### config.mk
export PLATFORM = sky130hd
export DESIGN_NAME = dcache_ctrl
export DESIGN_NICKNAME = d
export VERILOG_FILES = /design/src/rtl/dcache_ctrl.sv
export SDC_FILE = /design/constraint.sdc
export NUM_CORES = 2
export LEC_CHECK = 0
export ABC_AREA = 1
export CAP_MARGIN = 20
export CORE_ASPECT_RATIO = 2
export CORE_MARGIN = 1
export CORE_UTILIZATION = 40
export CTS_BUF_LIST = sky130_fd_sc_hd__clkbuf_16
export DETAILED_ROUTE_END_ITERATION = 16
export PLACE_DENSITY = 0.6
export SLEW_MARGIN = 5
export SYNTH_ARGS = -nofsm -noshare
export SYNTH_HDL_FRONTEND = slang
export SYNTH_SLANG_ARGS = --single-unit
### constraint.sdc
create_clock -name clk -period 4.6 [get_ports clk]
set_input_delay 0.92 -clock clk [delete_from_list [all_inputs] [get_ports clk]]
set_output_delay 0.92 -clock clk [all_outputs]
set_load 0.01 [all_outputs]
### src/rtl/dcache_ctrl.sv
// Direct-mapped write-through, no-write-allocate data cache for the MEM stage.
// Define DCACHE_STATS_EN to add saturating hit_count / miss_count outputs.
module dcache_ctrl #(
    parameter int INDEX_W = 4,
    parameter int OFFS_W  = 2,
    parameter int ADDR_W  = 32
) (
    input  logic              clk,
    input  logic              rst,
    input  logic              MemRead,
    input  logic              MemWrite,
    input  logic [ADDR_W-1:0] Address,
    input  logic [31:0]       WriteData,
    output logic [31:0]       ReadData,
    output logic              stall,
    output logic              mem_req,
    output logic              mem_we,
    output logic [ADDR_W-1:0] mem_addr,
    output logic [31:0]       mem_wdata,
    input  logic [31:0]       mem_rdata,
    input  logic              mem_ack
`ifdef DCACHE_STATS_EN
    ,
    output logic [31:0]       hit_count,
    output logic [31:0]       miss_count
`endif
);

    localparam int LINES = 1 << INDEX_W;
    localparam int WORDS = 1 << OFFS_W;
    localparam int TAG_W = ADDR_W - INDEX_W - OFFS_W - 2;
    localparam int WA_W  = ADDR_W - 2;
    localparam int DI_W  = INDEX_W + OFFS_W;

    localparam logic [1:0] S_IDLE   = 2'd0;
    localparam logic [1:0] S_REFILL = 2'd1;
    localparam logic [1:0] S_WRITE  = 2'd2;

    localparam logic [OFFS_W-1:0] CNT_ONE  = 1;
    localparam logic [OFFS_W-1:0] CNT_LAST = '1;

    logic [1:0]        state_q, state_d;
    logic [OFFS_W-1:0] cnt_q, cnt_d;
    logic [WA_W-1:0]   addr_q, addr_d;
    logic [31:0]       wdata_q, wdata_d;
    logic [LINES-1:0]  valid_q, valid_d;

    logic [TAG_W-1:0]  tag_q  [LINES];
    logic [31:0]       data_q [LINES*WORDS];

    logic              dwe;
    logic [DI_W-1:0]   dwidx;
    logic [31:0]       dwdata;
    logic              tag_we;

    logic [OFFS_W-1:0]  in_off, q_off;
    logic [INDEX_W-1:0] in_idx, q_idx;
    logic [TAG_W-1:0]   in_tag, q_tag;
    logic               hit_in, hit_q;
    logic               unused_bits;

    assign in_off = Address[OFFS_W+1:2];
    assign in_idx = Address[INDEX_W+OFFS_W+1:OFFS_W+2];
    assign in_tag = Address[ADDR_W-1:INDEX_W+OFFS_W+2];
    assign q_off  = addr_q[OFFS_W-1:0];
    assign q_idx  = addr_q[INDEX_W+OFFS_W-1:OFFS_W];
    assign q_tag  = addr_q[WA_W-1:INDEX_W+OFFS_W];

    assign hit_in = valid_q[in_idx] && (tag_q[in_idx] == in_tag);
    assign hit_q  = valid_q[q_idx] && (tag_q[q_idx] == q_tag);

    assign unused_bits = &{1'b0, Address[1:0]};

    always_comb begin
        state_d   = state_q;
        cnt_d     = cnt_q;
        addr_d    = addr_q;
        wdata_d   = wdata_q;
        valid_d   = valid_q;
        dwe       = 1'b0;
        dwidx     = '0;
        dwdata    = '0;
        tag_we    = 1'b0;
        stall     = 1'b0;
        ReadData  = '0;
        mem_req   = 1'b0;
        mem_we    = 1'b0;
        mem_addr  = '0;
        mem_wdata = '0;
        unique case (state_q)
            S_IDLE: begin
                if (MemWrite) begin
                    stall   = 1'b1;
                    addr_d  = Address[ADDR_W-1:2];
                    wdata_d = WriteData;
                    state_d = S_WRITE;
                end else if (MemRead) begin
                    if (hit_in) begin
                        ReadData = data_q[{in_idx, in_off}];
                    end else begin
                        stall   = 1'b1;
                        addr_d  = Address[ADDR_W-1:2];
                        cnt_d   = '0;
                        // Line is invalid until its last word lands.
                        valid_d[in_idx] = 1'b0;
                        state_d = S_REFILL;
                    end
                end
            end
            S_REFILL: begin
                stall    = 1'b1;
                mem_req  = 1'b1;
                mem_addr = {q_tag, q_idx, cnt_q, 2'b00};
                if (mem_ack) begin
                    dwe    = 1'b1;
                    dwidx  = {q_idx, cnt_q};
                    dwdata = mem_rdata;
                    cnt_d  = cnt_q + CNT_ONE;
                    if (cnt_q == CNT_LAST) begin
                        valid_d[q_idx] = 1'b1;
                        tag_we  = 1'b1;
                        state_d = S_IDLE;
                    end
                end
            end
            S_WRITE: begin
                mem_req   = 1'b1;
                mem_we    = 1'b1;
                mem_addr  = {addr_q, 2'b00};
                mem_wdata = wdata_q;
                stall     = ~mem_ack;
                if (mem_ack) begin
                    if (hit_q) begin
                        dwe    = 1'b1;
                        dwidx  = {q_idx, q_off};
                        dwdata = wdata_q;
                    end
                    state_d = S_IDLE;
                end
            end
            default: state_d = S_IDLE;
        endcase
        if (rst) begin
            stall    = 1'b0;
            ReadData = '0;
        end
    end

    always_ff @(posedge clk or posedge rst) begin
        if (rst) begin
            state_q <= S_IDLE;
            cnt_q   <= '0;
            addr_q  <= '0;
            wdata_q <= '0;
            valid_q <= '0;
        end else begin
            state_q <= state_d;
            cnt_q   <= cnt_d;
            addr_q  <= addr_d;
            wdata_q <= wdata_d;
            valid_q <= valid_d;
        end
    end

    always_ff @(posedge clk) begin
        if (dwe) data_q[dwidx] <= dwdata;
        if (tag_we) tag_q[q_idx] <= q_tag;
    end

`ifdef DCACHE_STATS_EN
    logic [31:0] hit_cnt_q, hit_cnt_d;
    logic [31:0] miss_cnt_q, miss_cnt_d;
    logic        load_idle;

    always_comb begin
        load_idle  = (state_q == S_IDLE) && !MemWrite && MemRead;
        hit_cnt_d  = hit_cnt_q;
        miss_cnt_d = miss_cnt_q;
        if (load_idle && hit_in && hit_cnt_q != 32'hFFFF_FFFF)
            hit_cnt_d = hit_cnt_q + 32'd1;
        if (load_idle && !hit_in && miss_cnt_q != 32'hFFFF_FFFF)
            miss_cnt_d = miss_cnt_q + 32'd1;
    end

    always_ff @(posedge clk or posedge rst) begin
        if (rst) begin
            hit_cnt_q  <= '0;
            miss_cnt_q <= '0;
        end else begin
            hit_cnt_q  <= hit_cnt_d;
            miss_cnt_q <= miss_cnt_d;
        end
    end

    assign hit_count  = hit_cnt_q;
    assign miss_count = miss_cnt_q;
`endif

endmodule

======== After elaboration in Yosys (flattened, before gate mapping) ========
Memories as Yosys holds them, arrays and structs flattened.
Index checks and enable logic that the tools add are counted.
word-level totals
  latch bits .............................. 0
  memories ................................ 2
  output and inout bits ................... 99
  input bits .............................. 101
  register bits after elaboration ......... 82
  word-level logic and storage cells ...... 105
  memory bits (read-only) ................. 0
  bits in writable memories ............... 2,432
memories
  name    words  width  read ports  clocked after Yosys merged registers in  wr ports  line  text
  data_q  64     32     1           0                                        1         49    logic [31:0] data_q [LINES*WORDS];
  tag_q   16     24     2           0                                        1         48    logic [TAG_W-1:0] tag_q [LINES];
cells by class
  equal/unequal tests ..................... 14
  divide/modulo/power cells ............... 0
  shift operators ......................... 0
  bitwise gates (word level) .............. 4
  $mul .................................... 0
  reductions and logical operators ........ 13
  $add $sub $neg .......................... 1
  magnitude comparators ................... 4
  mux-type cells .......................... 62
operators with widths
  kind                  count
  $mux W32              9
  $pmux W32 S2          2
  $mux W30              3
  $mux W16              5
  $eq A24 B24 Y1        2
  $pmux W16 S2          1
  $mux W1               20
  $mux W2               10
  $mux W6               3
  $and A16 B16 Y16      1
  $not A16 Y16          1
  $or A16 B16 Y16       1
  $ne A2 B2 Y1 const B  7
  $pmux W6 S2           1
  $lt A4 B5 Y1 const B  2
  $reduce_and A5 Y1     2
  $bmux W1 S4           2
  $demux W1 S4          2
  $ge A4 B1 Y1 const B  2
  $ne A3 B3 Y1 const B  2
  $pmux W2 S3           1
  $reduce_and A6 Y1     1
  $eq A2 B2 Y1 const B  2
  $logic_and A1 B1 Y1   4
  11 further kinds      12

======== Depth between registers and ports, before layout ========
  word-level depth ........................ 10
  gate-level depth with buffers ........... 23

======== Least setup slack after synthesis ========
Ideal clock, no wire load.
  path type ............................... input -> output
  from .................................... in rst
  to ...................................... out ReadData[25]
  setup slack ............................. -0.522 ns
  data arrival time ....................... 4.202 ns
  stages .................................. 6
  buffers on the path ..................... 1
  cell sequence ........................... inv_1 -> nand2_1 -> inv_1 -> clkbuf_1 -> o21ai_0 -> nor4_1
on the way
  cells in the longest elaborated chain, start to end .. 1
RTL lines
  element      line  text
  from (decl)  9     input logic rst,
  $mux W32     143   if (rst) begin
  to (decl)    14    output logic [31:0] ReadData,
Every way passes these cells.

======== Worst setup path in the final report ========
  from .................................... in Address[5]
  to ...................................... out ReadData[14]
on the way
  cells in the longest elaborated chain, start to end .. 8
  elaborated cells on any way between the ends .. 11
  those cells by class .................... 1 x eq/ne; 7 x mux; 1 x reduce/logical; 2 x memory
RTL lines
  element                                                line  text
  from (decl)                                            12    input logic [ADDR_W-1:0] Address,
  $mem_v2 Z16 W24 / $bmux W1 S4 (equally long branches)  -
  $eq A24 B24 Y1 / $mux W1 (equally long branches)       69    assign hit_in = valid_q[in_idx] && (tag_q[in_idx] == in_tag);
  $logic_and A1 B1 Y1                                    69
  $mux W32 (*)                                           98    if (hit_in) begin
  $mux W32 (*)                                           97    end else if (MemRead) begin
  $mux W32 (*)                                           92    if (MemWrite) begin
  $mux W32 (*)                                           90    unique case (state_q)
  $mux W32 (*)                                           143
Mark *: on every way between the ends. The rest lies on a longest branch, timed or not. The select of a mux whose other input is x is not followed.

==> results.yml <==
global_routing:
  gr-total-overflow: 0
  grt_pass1_wl_microns: 586000
  grt_max_degree: 85
  antenna_found_initial: 10
  grt.total_usage_pct: 31.9
  grt_pass1_vias: 77993
clock_tree:
  cts_buffer_depth: 4
  cts_tree: "yes"
  htreeDepth: 4
  cts_root_buf: "clkbuf_16"
  cts_buffers: 217
  clk_pin_slew_ns: 0.06
  cts.sinks: 2514
  hold_buffers: 0
  clk_latency_ns: 0.89
die:
  ioPinCount: 200
  initial_utilization_pct: 40.3
  dieArea_sq_um: 263000
  die-height_microns: 724
  core_sq_um: 259000
  num_rows: 264
  die_x_microns: 363
logic_synthesis:
  ys_warn_count: 0
  syn_area_sq_um: 104000
  synth_top_area_share_pct: 70.0
  yosys_most_used_dff: "edfxtp_1"
  post-synth-top-count-cell: "nand2_1"
  synth_seq_cells: 2514
  synth_cell_type_count: 50
  synth_top_area_cell: "edfxtp_1"
  syn_area_per_cell_sq_um: 11.9
  synth_top_family_by_area: "simple AND/OR/NAND/NOR gates"
  synth_adder_area_share_pct: 0.0599
  synth-async-reset-ratio_pct: 3.26
  synth_edf_count: 2432
  synth_xor_area_share_pct: 0.0420
  synthMuxAreaShare_pct: 0.00959
  synthCells: 8744
  synth.top_cells.by_count: "nand2_1 (2853), edfxtp_1 (2432), a21oi_1 (776)"
  synthTopCellsByArea: "edfxtp_1 (70%), nand2_1 (10%), a21oi_1 (3.7%)"
  synth-compound-area-share_pct: 12.2
  synth-simple-area-share_pct: 12.6
  ys_seq_area_share_pct: 71.9
cells_and_area:
  synthToLayoutAreaGrowth_pct: 24.7
  final_nets: 9832
  drive_above_1_share_pct: 18.4
  fillCellCount: 22400
  design_area_sq_um: 130000
  final_core_util_pct: 50.3
placement:
  placed_area_sq_um: 121000
  port-buffer-count: 195
  gp_congestion: 0.988
  dp_hpwl_microns: 291000
worst_hold_path:
  hp-class: "in2reg"
worst_setup_path:
  worstPathMaxFanout: 6
  start_kind: "input port"
  crit_type: "in2out"
  worst_ep_required_time_ns: 3.68
  worstPathArrival_ns: 3.79
  end_kind: "output pin"
sta:
  period_share_pct: 102
  hold_violations: 0
  period_needed_ns: 4.71
  slew_violations: 0
  final.setup_skew_ns: 0.0489
  holdWs_ns: 0.383
  worst_slew_pin_slew_ns: 0.853
  setup_viol: 9
  rsz0062_at_grt: "yes"
  maxSlewHeadroom_pct: 43.1
  setup_ws_ns: -0.109
  timing.fmax_mhz: 212
run_status:
  status: "finished with violations"
  violations: "negative setup slack"
routing:
  dr_total_vias: 79556
  wire_per_inst_microns: 32.1
  ant_nets: 0
  drc: 0
  drt-initial-drc-count: 9181
  drt_wl_total_microns: 429000
  vias_per_cell: 5.95
  first_pass_iters: 6
power_and_ir_drop:
  power.leakage_nw: 47.5
  powerDensity_nw_per_um2: 439
  ir_drop_mv: 0.478
  finalPower_mw: 57.2
flow_run:
  drv_cap: 0
-- cells by family after synthesis --
| group | after synthesis |
|---|---|
| AOI/OAI and AO/OA | 2003 |
| xor gates and xnor gates | 5 |
| adders and majority gates | 5 |
| buffers and inverters | 839 |
| DFF | 2514 |
| muxes | 1 |
| other | 1 |
| and+or+nand+nor | 3376 |
-- through the flow --
stage	instances	TNS, ns	setup slack, ns
final	13363	-0.424	-0.109
after detailed placement	12910	-56.09	-1.35
after CTS	13322	-1.54	-0.200
after global placement	12910	-58.52	-1.37
after floorplan	8745	0	0.142
after global routing	13359	-3.35	-0.228
-- metal layers --
metal	wire length, microns	vias to the layer above	global-route usage (%)
li1	-	33615	-
met1	136000	39518	33.4
met2	213000	4843	55.6
met3	33600	1574	4.96
met4	45800	6	28.1
met5	45	-	0
-- layout make-up --
| cell class | count | area (sq um) | area share, % |
|---|---|---|---|
| flip-flops and latches | 2514 | 75100 | 57.7 |
| inverters | 280 | 1140 | 0.879 |
| diodes | 9 | 22.5 | 0.0173 |
| multi-input cells | 5392 | 27800 | 21.3 |
| clock inverters | 171 | 1410 | 1.09 |
| repair inverters | 1 | 8.76 | 0.00673 |
| well taps | 3458 | 4330 | 3.32 |
| clock buffers | 218 | 5460 | 4.19 |
| repair buffers | 1320 | 14900 | 11.5 |
-- where the power goes --
group / internal (mW) / switching [mW]
sequential: 26.1 / 0.613
clock: 9.90 / 8.48
combinational: 3.78 / 8.33
-- state kept, by name, summed over array words and instances (netlist names) --
name,count
data_q,2048
tag_q,384
cnt_q,2
state_q,2
valid_q,16
wdata_q,32
addr_q,30
-- what timing repair did --
action	CTS	global route
setup buffers	21	25
gates cloned	4	10
resized for setup	334	183
pin swaps	58	55
endpoints found under the setup margin	106	2612
-- worst max-delay path: stages --
cell      delay (ns)
buf_6           0.11
buf_6           0.12
nand2_8         0.08
clkinv_8        0.09
buf_12          0.17
buf_8           0.13
nand2_1         0.07
o21ai_2         0.06
o21ai_1         0.15
nand2_1         0.11
nor2_1          0.11
buf_4           0.14
xor2_1          0.14
buf_4           0.18
nand2_4         0.07
nor2_4          0.08
nand3_2         0.11
nor2_4          0.19
inv_8           0.07
buf_12          0.16
nor4_4          0.16
buf_4           0.21
buf_6           0.12
-- layout by cell type (no fill, tap or decap), drive strengths merged, types with 156 or more instances in the layout --
cell           Yosys  routed
a21oi            776     776
a22oi            269     269
a32o             232     232
buf              173    1149
clkbuf           386     227
clkdlybuf4s50      0     156
edfxtp          2432    2432
inv              273     312
nand2           2864    2864
nor2             339     339
o21ai            431     431
-- worst paths after layout --
path                                         start                 endpoint  slack, ns  cells after the start
max                                     Address[5]             ReadData[14]      -0.11                     23
min                                     Address[4]    addr_q[2]$_DFFE_PP0P_       0.38                      3
max reg2reg                  addr_q[2]$_DFFE_PP0P_  data_q[1][10]$_DFFE_PP_       0.03                     23
min reg2reg                wdata_q[16]$_DFFE_PP0P_  wdata_q[16]$_DFFE_PP0P_       0.48                      2
max in group asynchronous                      rst  wdata_q[25]$_DFFE_PP0P_       2.84                      5
min in group asynchronous                      rst   valid_q[8]$_DFFE_PP0P_       0.68                      3
Power figures use the tool's default switching activity.
